## config.mk

```make
export PLATFORM = sky130hd
export DESIGN_NAME = demux_scan_sequencer
export DESIGN_NICKNAME = d
export VERILOG_FILES = /design/src/rtl/demux_scan_sequencer.sv
export SDC_FILE = /design/constraint.sdc
export NUM_CORES = 1
export LEC_CHECK = 0
export CAP_MARGIN = 10
export CORE_UTILIZATION = 58
export DETAILED_ROUTE_END_ITERATION = 8
export PLACE_DENSITY = 0.86
export SLEW_MARGIN = 25
export SYNTH_ARGS = -nofsm -noshare
export SYNTH_HDL_FRONTEND = slang
export SYNTH_SLANG_ARGS = --single-unit
```

## constraint.sdc

```tcl
create_clock -name clk -period 4.3 [get_ports clk]
set_input_delay 0.86 -clock clk [delete_from_list [all_inputs] [get_ports clk]]
set_output_delay 0.86 -clock clk [all_outputs]
set_load 0.02 [all_outputs]
```

## src/rtl/demux_scan_sequencer.sv

```systemverilog
// Sweeps a 1:16 demux select through a sampled channel mask, dwelling DWELL cycles
// on each enabled channel in ascending order, and routes din to the selected output.
module demux_scan_sequencer #(
  parameter int unsigned DWELL = 4,
  parameter int unsigned CNT_W = 8
) (
  input  logic        clk,
  input  logic        rst_n,
  input  logic        start,
  input  logic        abort,
  input  logic        loop,
  input  logic [15:0] ch_mask,
  input  logic        din,
  output logic [3:0]  sel,
  output logic [15:0] dout,
  output logic        busy,
  output logic        done
);

  typedef enum logic [1:0] {S_IDLE, S_SEEK, S_DWELL, S_DONE} state_e;

  state_e             state_q, state_d;
  logic [3:0]         sel_q, sel_d;
  logic [15:0]        mask_q, mask_d;
  logic [CNT_W-1:0]   cnt_q, cnt_d;
  logic [4:0]         ptr_q, ptr_d;

  logic [3:0]         seek_sel;
  logic               seek_found;
  logic [15:0]        mask_clr;

  // ptr is one bit wider than sel so that sel+1 after channel 15 never matches channel 0.
  always_comb begin
    seek_sel   = sel_q;
    seek_found = 1'b0;
    for (int i = 0; i < 16; i++) begin
      if (!seek_found && mask_q[i] && (5'(i) >= ptr_q)) begin
        seek_sel   = 4'(i);
        seek_found = 1'b1;
      end
    end
  end

  assign mask_clr = mask_q & ~(16'(1) << sel_q);

  always_comb begin
    // NOTE: every variable gets a default before the case so no path can infer a latch.
    state_d = state_q;
    sel_d   = sel_q;
    mask_d  = mask_q;
    cnt_d   = cnt_q;
    ptr_d   = ptr_q;
    if (abort) begin
      state_d = S_IDLE;
      mask_d  = '0;
      cnt_d   = '0;
    end else begin
      case (state_q)
        S_IDLE: begin
          if (start) begin
            mask_d  = ch_mask;
            ptr_d   = '0;
            state_d = (ch_mask == '0) ? S_DONE : S_SEEK;
          end
        end
        S_SEEK: begin
          sel_d   = seek_sel;
          cnt_d   = CNT_W'(DWELL - 1);
          state_d = S_DWELL;
        end
        S_DWELL: begin
          if (cnt_q != '0) begin
            cnt_d = cnt_q - CNT_W'(1);
          end else begin
            mask_d = mask_clr;
            if (mask_clr == '0) begin
              state_d = S_DONE;
            end else begin
              ptr_d   = {1'b0, sel_q} + 5'd1;
              state_d = S_SEEK;
            end
          end
        end
        S_DONE: begin
          if (loop) begin
            mask_d  = ch_mask;
            ptr_d   = '0;
            state_d = (ch_mask == '0) ? S_DONE : S_SEEK;
          end else begin
            state_d = S_IDLE;
          end
        end
        default: state_d = S_IDLE;
      endcase
    end
  end

  // NOTE: state registers use non-blocking assignments so all of them update together.
  always_ff @(posedge clk or negedge rst_n) begin
    if (!rst_n) begin
      state_q <= S_IDLE;
      sel_q   <= '0;
      mask_q  <= '0;
      cnt_q   <= '0;
      ptr_q   <= '0;
    end else begin
      state_q <= state_d;
      sel_q   <= sel_d;
      mask_q  <= mask_d;
      cnt_q   <= cnt_d;
      ptr_q   <= ptr_d;
    end
  end

  assign sel  = sel_q;
  assign dout = (state_q == S_DWELL) ? ({15'b0, din} << sel_q) : 16'h0000;
  assign busy = (state_q != S_IDLE);
  assign done = (state_q == S_DONE);

endmodule

```

==> out/qor.csv <==
metric,value,unit
skew final,0.00611,ns
met1 WL,3070,µm
num ports,44,
die height,69.9,µm
CTS buffer count,5,
met2 wire len,3670,µm
syn_nets,356,
Max Slew Vio Count,0,
final hold violation count,0,
max_slew headroom,48.1,%
Leakage,1.26,nW
crit-path max FO,9,
Area Growth Syn to Fin,19.1,%
Setup Buffers After CTS,0,
Crit path required time,3.44,ns
core area,0.00438,mm²
first-pass GRT wire length,12100,µm
Max Freq,296,MHz
fin util,72.6,%
"Reg clk slew, reported paths",0.07,ns
GR Util All Layers,31.5,%
Placer Congestion,0.882,
Root Buffer,clkbuf_8,
Final min period,3.38,ns
critical path endpoint category,output port,
Longest Clk Path Bufs,2,
CP Class,reg -> out,
Worst VDD drop,0.000335,V
Final setup viols,0,
Final Cycle Share,78.5,%
DR DRC count,0,
worst skew pair latency,0.29,ns
Antenna Cells,0,
setup tns final,0,ns
remaining antenna violation count,0,
routed via count,2697,
Initial DRT Pass Iterations,5,
PostCTS Resize Cnt,0,
Startpoint Class,register,
WL final,7290,µm
ys async rst share,100,%
top routing layer in use,met4,
average vias per placed instance,6.51,
clock sinks,35,
Mapped Area,0.00267,mm²
chip width,69.9,µm
total gr overflow,0,
"Seq/Total Area, Yosys",32.8,%
Ys Warns,0,
final worst slack,0.922,ns
HP Class,reg -> reg,
WHS,0.542,ns
"FF+latch count, synth",35,
RSZ-0062 raised after global routing,no,
CTS tree,done,
Routed WL per cell,17.6,µm
Synth Instances,326,
port bufs,43,
Initial DRC Count,296,
vias in the first global route,2513,
Post-Layout Inst Area,0.00318,mm²
placed inst area,0.00310,mm²
outcome,completed,
Setup Slack @ Placement,0.996,ns
CP Data Arrival Time,2.52,ns
initial antenna violation count,0,
largest net degree at the start of global routing,36,
Least-Margin Pin Slew,0.779,ns
wire length on met3,397,µm
Mean Syn Cell Area,8.20,µm²
dpl hpwl,5370,µm
number of H-tree levels,2,
Synth Flop Type,dfrtp_1,
share of cells above drive strength 1,6.91,%
Die ar.,0.00488,mm²
max cap viols,0,
Yosys cell types,70,
Initial Utilization,61.0,%
Layout Nets,392,
PwrDens,484,mW/mm²
# hold bufs at CTS,0,
"EDFF count, synth",0,
row cnt,24,
## worst max-delay path, cell delays in order, from the launching register on
cell             delay, ns
dfrtp_1               0.53
nor2b_1               0.34
buf_4                 0.28
nand4_1               0.20
nor3_1                0.21
clkdlybuf4s50_1       0.66
## flip-flops by register name, summed over array words and instances (netlist names)
register  count
mask_q       16
cnt_q         8
ptr_q         5
state_q       2
sel           4
## layer usage
layer	GRT usage, %	vias up
li1	-	1257
met1	39.0	1315
met4	12.7	0
met2	53.1	109
met3	7.22	16
met5	0	-
## area by class of cell
type / instances / area, µm²
tap: 52 / 65.1
clock inverter: 1 / 5.00
timing repair buffer: 46 / 453
fill: 340 / 1200
multi-input combinational: 256 / 1640
inverter: 18 / 67.6
sequential: 35 / 876
clock buffer: 6 / 82.6
## cells in the mapped netlist (2+ instances only)
library cell / instances / share of area, %
nor3_1: 8 / 1.5
buf_2: 5 / 0.94
a211oi_1: 2 / 0.56
dfrtp_1: 35 / 33
nor2b_1: 4 / 0.94
clkbuf_1: 8 / 1.1
a21oi_1: 45 / 8.4
xor2_1: 3 / 0.98
nand2_1: 31 / 4.4
or3_1: 3 / 0.70
inv_1: 17 / 2.4
a31oi_1: 3 / 0.70
a21boi_0: 3 / 0.84
o211ai_1: 3 / 0.84
xnor2_1: 4 / 1.3
nand3_1: 10 / 1.9
a21o_1: 2 / 0.56
or3b_1: 4 / 1.3
o21ai_0: 25 / 4.7
o22ai_1: 8 / 1.9
nor4_1: 4 / 0.94
o31ai_1: 2 / 0.56
nor2_1: 27 / 3.8
nand2b_1: 6 / 1.4
and2_1: 3 / 0.70
nand3b_1: 3 / 0.84
a32oi_1: 3 / 0.98
nand4_1: 4 / 0.94
nor4b_1: 2 / 0.66
ha_1: 8 / 3.7
o2111ai_1: 2 / 0.66
## where the power goes
group,switching [mW],internal (mW)
clock network,0.117,0.126
logic,0.437,0.313
registers,0.160,0.390
total,0.713,0.829
## per-stage QoR
step | std cells | total power, mW
after floorplan | 326 | 1.08
after global placement | 407 | 1.27
after detailed placement | 407 | 1.28
after CTS | 414 | 1.53
after global routing | 414 | 1.64
final | 414 | 1.54
## cell families after synthesis
logic type / synth area share, %
fa+ha+maj: 3.75
mux: 1.36
compound gates: 28.1
simple gates: 25.7
flops: 32.8
xor+xnor: 2.29
buf+inv: 6.04
## path summary, 6_finish.rpt
kind	startpoint	endpoint	slack, ns	cells past startpoint
max in group asynchronous	rst_n	mask_q[8]$_DFFE_PN0P_	2.99	2
worst max register to register	sel[2]$_DFFE_PN0P_	ptr_q[4]$_DFFE_PN0P_	1.39	8
worst min register to register	cnt_q[7]$_DFFE_PN0P_	cnt_q[7]$_DFFE_PN0P_	0.54	2
worst max-delay path	state_q[1]$_DFFE_PN0P_	dout[7]	0.92	5
min in group asynchronous	rst_n	mask_q[11]$_DFFE_PN0P_	0.97	2
worst min-delay path	cnt_q[7]$_DFFE_PN0P_	cnt_q[7]$_DFFE_PN0P_	0.54	2
## cells in the final DEF (no fill, tap or decap), types with 4 or more instances in the layout
cell             netlist  final
nor3_1                 8      8
nand2b_1               6      6
nand4_1                4      4
clkdlybuf4s50_1        0     43
nor2b_1                4      4
inv_1                 17     17
clkbuf_8               0      6
nand3_1               10     10
o22ai_1                8      8
dfrtp_1               35     35
o21ai_0               25     25
ha_1                   8      8
or3b_1                 4      4
nor2_1                27     27
nand2_1               31     31
nor4_1                 4      4
a21oi_1               45     45
xnor2_1                4      4
Note: power is estimated with default switching activity, not from simulation.
